### config.mk
export PLATFORM = sky130hd
export DESIGN_NAME = inst_fetch_flat
export DESIGN_NICKNAME = d
export VERILOG_FILES = /design/src/rtl/inst_fetch_if.sv /design/src/rtl/inst_fetch.sv /design/src/flat_wrapper.sv
export SDC_FILE = /design/constraint.sdc
export NUM_CORES = 1
export LEC_CHECK = 0
export CAP_MARGIN = 20
export CORE_ASPECT_RATIO = 1.75
export CORE_MARGIN = 8
export CORE_UTILIZATION = 49
export DETAILED_ROUTE_END_ITERATION = 7
export HOLD_SLACK_MARGIN = 0.08
export PLACE_DENSITY = 0.86
export SETUP_SLACK_MARGIN = 0.2
export SLEW_MARGIN = 20
export SYNTH_ARGS = -nofsm -noshare
export SYNTH_HDL_FRONTEND = slang
export SYNTH_SLANG_ARGS = --single-unit
### constraint.sdc
create_clock -name clk -period 3 [get_ports clk]
set_input_delay 0.45 -clock clk [delete_from_list [all_inputs] [get_ports clk]]
set_output_delay 0.45 -clock clk [all_outputs]
set_load 0.005 [all_outputs]
### src/rtl/inst_fetch_if.sv
// Fetch-stage bundle: instruction-memory req/gnt/rvalid bus, execute redirect and
// the valid/ready instruction hand-off to decode. master = fetch, slave = environment.
interface inst_fetch_if;
    logic        imem_req;
    logic [31:0] imem_addr;
    logic        imem_gnt;
    logic        imem_rvalid;
    logic [31:0] imem_rdata;
    logic        redirect_valid;
    logic [31:0] redirect_pc;
    logic        inst_valid;
    logic        inst_ready;
    logic [31:0] inst;
    logic [31:0] inst_pc;
    logic [31:0] inst_pc4;

    modport master (
        output imem_req, imem_addr, inst_valid, inst, inst_pc, inst_pc4,
        input  imem_gnt, imem_rvalid, imem_rdata, redirect_valid, redirect_pc, inst_ready
    );

    modport slave (
        input  imem_req, imem_addr, inst_valid, inst, inst_pc, inst_pc4,
        output imem_gnt, imem_rvalid, imem_rdata, redirect_valid, redirect_pc, inst_ready
    );
endinterface

### src/rtl/inst_fetch.sv
// RISC-V instruction fetch: owns the PC, keeps at most one memory request in flight,
// hands instructions to decode and squashes in-flight fetches on redirect.
module inst_fetch #(
    parameter logic [31:0] RESET_PC = 32'h0000_0000
) (
    input  logic         clk,
    input  logic         rst,
    inst_fetch_if.master bus
);

    localparam logic [31:0] NOP_INST = 32'h0000_0013;
    localparam logic [31:0] BOOT_PC  = {RESET_PC[31:2], 2'b00};

    typedef enum logic [1:0] {S_REQ, S_WAIT, S_HOLD, S_DROP} state_t;

    state_t      state_q, state_d;
    logic [31:0] pc_q, pc_d;
    logic        inst_valid_q, inst_valid_d;
    logic [31:0] inst_q, inst_d;
    logic [31:0] inst_pc_q, inst_pc_d;
    logic [31:0] inst_pc4_q, inst_pc4_d;
    logic [31:0] redirect_tgt;

    function automatic logic [31:0] pc_plus4(input logic [31:0] pc);
        return pc + 32'd4;
    endfunction

    function automatic logic [31:0] word_align(input logic [31:0] addr);
        return {addr[31:2], 2'b00};
    endfunction

    assign redirect_tgt = word_align(bus.redirect_pc);

    always_comb begin
        state_d      = state_q;
        pc_d         = pc_q;
        inst_valid_d = inst_valid_q;
        inst_d       = inst_q;
        inst_pc_d    = inst_pc_q;
        inst_pc4_d   = inst_pc4_q;

        if (rst) begin
            // A request still owed a response must have that response swallowed.
            state_d      = (state_q == S_WAIT || state_q == S_DROP) ? S_DROP : S_REQ;
            pc_d         = BOOT_PC;
            inst_valid_d = 1'b0;
            inst_d       = NOP_INST;
            inst_pc_d    = BOOT_PC;
            inst_pc4_d   = pc_plus4(BOOT_PC);
        end else begin
            case (state_q)
                S_REQ: begin
                    if (bus.redirect_valid) begin
                        pc_d    = redirect_tgt;
                        state_d = bus.imem_gnt ? S_DROP : S_REQ;
                    end else if (bus.imem_gnt) begin
                        state_d = S_WAIT;
                    end
                end
                S_WAIT: begin
                    if (bus.redirect_valid) begin
                        pc_d    = redirect_tgt;
                        state_d = bus.imem_rvalid ? S_REQ : S_DROP;
                    end else if (bus.imem_rvalid) begin
                        inst_d       = bus.imem_rdata;
                        inst_pc_d    = pc_q;
                        inst_pc4_d   = pc_plus4(pc_q);
                        pc_d         = pc_plus4(pc_q);
                        inst_valid_d = 1'b1;
                        state_d      = S_HOLD;
                    end
                end
                S_DROP: begin
                    if (bus.redirect_valid) begin
                        pc_d = redirect_tgt;
                    end
                    // The squashed response retires the outstanding request even if a
                    // redirect lands on the same cycle; waiting on would never end.
                    if (bus.imem_rvalid) begin
                        state_d = S_REQ;
                    end
                end
                S_HOLD: begin
                    if (bus.redirect_valid) begin
                        pc_d         = redirect_tgt;
                        inst_valid_d = 1'b0;
                        state_d      = S_REQ;
                    end else if (bus.inst_ready) begin
                        inst_valid_d = 1'b0;
                        state_d      = S_REQ;
                    end
                end
                default: begin
                    state_d = S_REQ;
                end
            endcase
        end
    end

    always_ff @(posedge clk) begin
        state_q      <= state_d;
        pc_q         <= pc_d;
        inst_valid_q <= inst_valid_d;
        inst_q       <= inst_d;
        inst_pc_q    <= inst_pc_d;
        inst_pc4_q   <= inst_pc4_d;
    end

    assign bus.imem_req   = (state_q == S_REQ) && !rst;
    assign bus.imem_addr  = pc_q;
    assign bus.inst_valid = inst_valid_q;
    assign bus.inst       = inst_q;
    assign bus.inst_pc    = inst_pc_q;
    assign bus.inst_pc4   = inst_pc4_q;

endmodule

### src/flat_wrapper.sv
// flat-port wrapper written by rule: the top's interface ports become plain ports
module inst_fetch_flat 
#(
    parameter logic [31:0] RESET_PC = 32'h0000_0000
)
  (clk, rst, bus_imem_req, bus_imem_addr, bus_inst_valid, bus_inst, bus_inst_pc, bus_inst_pc4, bus_imem_gnt, bus_imem_rvalid, bus_imem_rdata, bus_redirect_valid, bus_redirect_pc, bus_inst_ready);
  inst_fetch_if bus_i ();
  input  logic clk;
  input  logic rst;
  output wire logic [$bits(bus_i.imem_req)-1:0] bus_imem_req;
  output wire logic [$bits(bus_i.imem_addr)-1:0] bus_imem_addr;
  output wire logic [$bits(bus_i.inst_valid)-1:0] bus_inst_valid;
  output wire logic [$bits(bus_i.inst)-1:0] bus_inst;
  output wire logic [$bits(bus_i.inst_pc)-1:0] bus_inst_pc;
  output wire logic [$bits(bus_i.inst_pc4)-1:0] bus_inst_pc4;
  input wire logic [$bits(bus_i.imem_gnt)-1:0] bus_imem_gnt;
  input wire logic [$bits(bus_i.imem_rvalid)-1:0] bus_imem_rvalid;
  input wire logic [$bits(bus_i.imem_rdata)-1:0] bus_imem_rdata;
  input wire logic [$bits(bus_i.redirect_valid)-1:0] bus_redirect_valid;
  input wire logic [$bits(bus_i.redirect_pc)-1:0] bus_redirect_pc;
  input wire logic [$bits(bus_i.inst_ready)-1:0] bus_inst_ready;
  assign bus_imem_req = bus_i.imem_req;
  assign bus_imem_addr = bus_i.imem_addr;
  assign bus_inst_valid = bus_i.inst_valid;
  assign bus_inst = bus_i.inst;
  assign bus_inst_pc = bus_i.inst_pc;
  assign bus_inst_pc4 = bus_i.inst_pc4;
  assign bus_i.imem_gnt = bus_imem_gnt;
  assign bus_i.imem_rvalid = bus_imem_rvalid;
  assign bus_i.imem_rdata = bus_imem_rdata;
  assign bus_i.redirect_valid = bus_redirect_valid;
  assign bus_i.redirect_pc = bus_redirect_pc;
  assign bus_i.inst_ready = bus_inst_ready;
  inst_fetch #(.RESET_PC(RESET_PC)) u_core (.clk(clk), .rst(rst), .bus(bus_i));
endmodule
==> impl_metrics.env <==
export IMPL_ir_drop_uv=526
export IMPL_initial_core_util_pct=49.7
export IMPL_yosys_warnings=0
export IMPL_syn_inst=700
export IMPL_synth_seq_cells=125
export IMPL_rsz0062_at_grt="false"
export IMPL_period_share_pct=80.6
export IMPL_endpoint_kind="output port"
export IMPL_cts_root_buf="clkbuf_16"
export IMPL_drcViolationCount=0
export IMPL_synth_common_cells="nand2_1, dfxtp_1, a21oi_1, nor2_1, clkbuf_1"
export IMPL_drtPass1Iterations=5
export IMPL_critPathMaxStageDelay_ns=0.54
export IMPL_crit_cells=3
export IMPL_grt_pass1_vias=6171
export IMPL_grt_pass1_wl_um=31300
export IMPL_gp_congestion=0.887
export IMPL_grt_overflow_total=0
export IMPL_r2r_start="u_core.bus.imem_addr[2]"
export IMPL_rows=52
export IMPL_worst_slew_pin_slew_ns=0.654
export IMPL_dpl_hpwl_um=14500
export IMPL_setup_tns_ns=0
export IMPL_synth_area_top_cells="dfxtp_1, nand2_1, a21oi_1"
export IMPL_outcome="complete, no violations"
export IMPL_max_freq_ghz=0.414
export IMPL_grt_usage_pct=25.2
export IMPL_vias=5971
export IMPL_power_leakage_nw=2.78
export IMPL_r2r_end="u_core.bus.inst_pc4[20]"
export IMPL_pin_count=200
export IMPL_drtIter0Drc=561
export IMPL_synth_ff_type="dfxtp_1"
export IMPL_synth_cell_types=57
export IMPL_hold_violations=0
export IMPL_path_buf_inv=2
export IMPL_clk_pin_slew_worst_paths_ns=0.06
export IMPL_crit_arrival_ns=1.97
export IMPL_path_delay_family="buffers and inverters"
export IMPL_setup_viol=0
export IMPL_coreArea_um2=11500
export IMPL_diodes=0
export IMPL_slew_violations=0
export IMPL_crit_type="flop to output port"
export IMPL_clock_sinks=125
export IMPL_worstSkewPairLatency_ns=0.42
export IMPL_crit_path_top_delay_cell="edfxtp_1"
export IMPL_yosysSeqAreaShare_pct=44.4
export IMPL_max_slew_margin_rel_pct=56.0
export IMPL_drv_cap=0
export IMPL_post_cts_buffers=0
export IMPL_finalNetCount=935
export IMPL_synth_top_family_by_area="simple AND/OR/NAND/NOR gates"
export IMPL_cts_hold_buf=0
export IMPL_synth_xor_area_share_pct=6.78
export IMPL_grt_max_degree=57
export IMPL_synthArstFlopShare_pct=0
export IMPL_antenna_found_initial=0
export IMPL_worst_path_max_fanout=13
export IMPL_routed_wl_um=20000
export IMPL_final_fill_count=822
export IMPL_die_y_um=159
export IMPL_die_w_um=97.4
export IMPL_area_delta_synth_final_pct=46.1
export IMPL_synthMostInstantiatedCell="nand2_1"
export IMPL_max_clock_path_buffers=2
export IMPL_numCtsBuffers=17
export IMPL_fin_crit_ns=2.42
export IMPL_vias_per_cell=5.90
export IMPL_yosysTopAreaCell="dfxtp_1"
export IMPL_worstPathCellList="or3_1 -> inv_1 -> clkdlybuf4s50_1"
export IMPL_synth_compound_area_share_pct=15.6
export IMPL_critPathCapture="bus_imem_req"
export IMPL_crit_required_ns=2.55
export IMPL_r2r_cells=7
export IMPL_critPathLaunch="u_core.state_q[0]"
export IMPL_total_power_mw=4.81
export IMPL_finalClockSkew_ns=0.0104
export IMPL_synth_edf_count=2
export IMPL_dieArea_um2=15400
export IMPL_syn_area_um2=5690
export IMPL_syn_avg_cell_area_um2=8.12
export IMPL_synth_simple_gate_area_share_pct=26.4
export IMPL_portBuffers=191
export IMPL_drive_gt1_share_pct=9.12
export IMPL_drtAntennaViolNets=0
export IMPL_htree_levels=4
export IMPL_powerDensity_nw_per_um2=579
export IMPL_cts_tree="built"
export IMPL_cp_start_kind="flop"
export IMPL_synth_top_cell_area_share_pct=43.3
export IMPL_synthMuxAreaShare_pct=0.176
export IMPL_hold_path_class="input pin to flop"
export IMPL_cts_resized=0
export IMPL_avgRoutedWirePerCell_um=19.8
export IMPL_r2r_slack_ns=0.60
export IMPL_synth_adder_area_share_pct=0.220
layer usage:
metal / vias to the layer above / GRT usage (%) / wire (um) / part of all wire, %
met3: 102 / 9.12 / 1860 / 9.3
li1: 2718 / - / - / -
met1: 2776 / 23.3 / 6390 / 32
met5: - / 0 / 0 / 0
met4: 0 / 19.7 / 1410 / 7.0
met2: 375 / 44.1 / 10400 / 52
power by group:
group	total (mW)	switching, mW	internal (mW)
sequential	1.89	0.129	1.76
combinational	0.751	0.364	0.387
clock	2.16	0.782	1.38
total	4.81	1.27	3.53
cells by family after synthesis:
| group | Yosys count |
|---|---|
| DFF | 125 |
| other | 1 |
| AOI/OAI and AO/OA | 141 |
| adders and majority gates | 1 |
| muxes | 1 |
| and+or+nand+nor | 306 |
| buffers and inverters | 81 |
| xor gates and xnor gates | 44 |
cell type report:
class,instances,area (um^2),area share [%]
inverter,6,22.5,0.271
tap,135,169,2.03
clock inverter,13,163,1.96
sequential,125,2520,30.4
multi-input combinational,499,2830,34.0
timing repair buffer,215,2140,25.8
clock buffer,19,464,5.59
flip-flops by register name (all words and copies together) (netlist names):
name                   count
u_core.bus.inst_pc        30
u_core.bus.imem_addr      30
u_core.bus.inst_pc4       30
u_core.state_q             2
u_core.bus.inst_valid      1
u_core.bus.inst           32
worst min-delay path by stage:
| stage | startpoint | endpoint | slack, ns | cells past startpoint |
|---|---|---|---|---|
| 4_1_cts | rst | u_core.bus.inst[17] | 0.42 | 2 |
| 5_1_grt | rst | u_core.bus.inst[20] | 0.45 | 2 |
| 6_report | rst | u_core.bus.inst[17] | 0.43 | 2 |
| 2_1_floorplan | u_core.bus.inst[10] | u_core.bus.inst[10] | 0.45 | 2 |
| 3_5_place_dp | u_core.bus.inst_pc[25] | u_core.bus.inst_pc[25] | 0.45 | 2 |
| 3_3_place_gp | u_core.bus.inst[6] | u_core.bus.inst[6] | 0.44 | 2 |
placed cells by master, fill, tap and decap left out, types with 3 or more instances in the layout:
cell / count
nand2_1: 154
nand3b_1: 5
nand2b_1: 3
a211oi_1: 34
nor4_1: 12
a211oi_2: 3
nor3_1: 15
clkinv_4: 5
xor2_1: 9
and4_1: 5
a21oi_1: 73
a311oi_1: 4
dfxtp_1: 123
bufinv_16: 3
or3_1: 4
clkdlybuf4s50_1: 190
nand4_1: 13
nor2_1: 55
nand3_1: 14
xnor2_1: 35
clkbuf_16: 18
o21ai_0: 10
nor3b_1: 3
inv_1: 6
nor4_4: 4
clkinv_2: 4
conb_1: 6
buf_4: 21
nor4_2: 3
buf_12: 4
stage by stage:
step | instance area (um^2) | std cells | hold WS [ns] | utilization, % | setup slack, ns
2_1_floorplan | 5710 | 705 | 0.453 | - | 0.950
6_report | 8310 | 1012 | 0.433 | 72.5 | 0.583
3_5_place_dp | 7680 | 980 | 0.448 | 67.1 | 0.260
3_3_place_gp | 7680 | 980 | 0.441 | 67.1 | 0.398
5_1_grt | 8310 | 1012 | 0.451 | 72.5 | 0.452
4_1_cts | 8310 | 1012 | 0.425 | 72.5 | 0.576
Note: power is estimated with default switching activity, not from simulation.
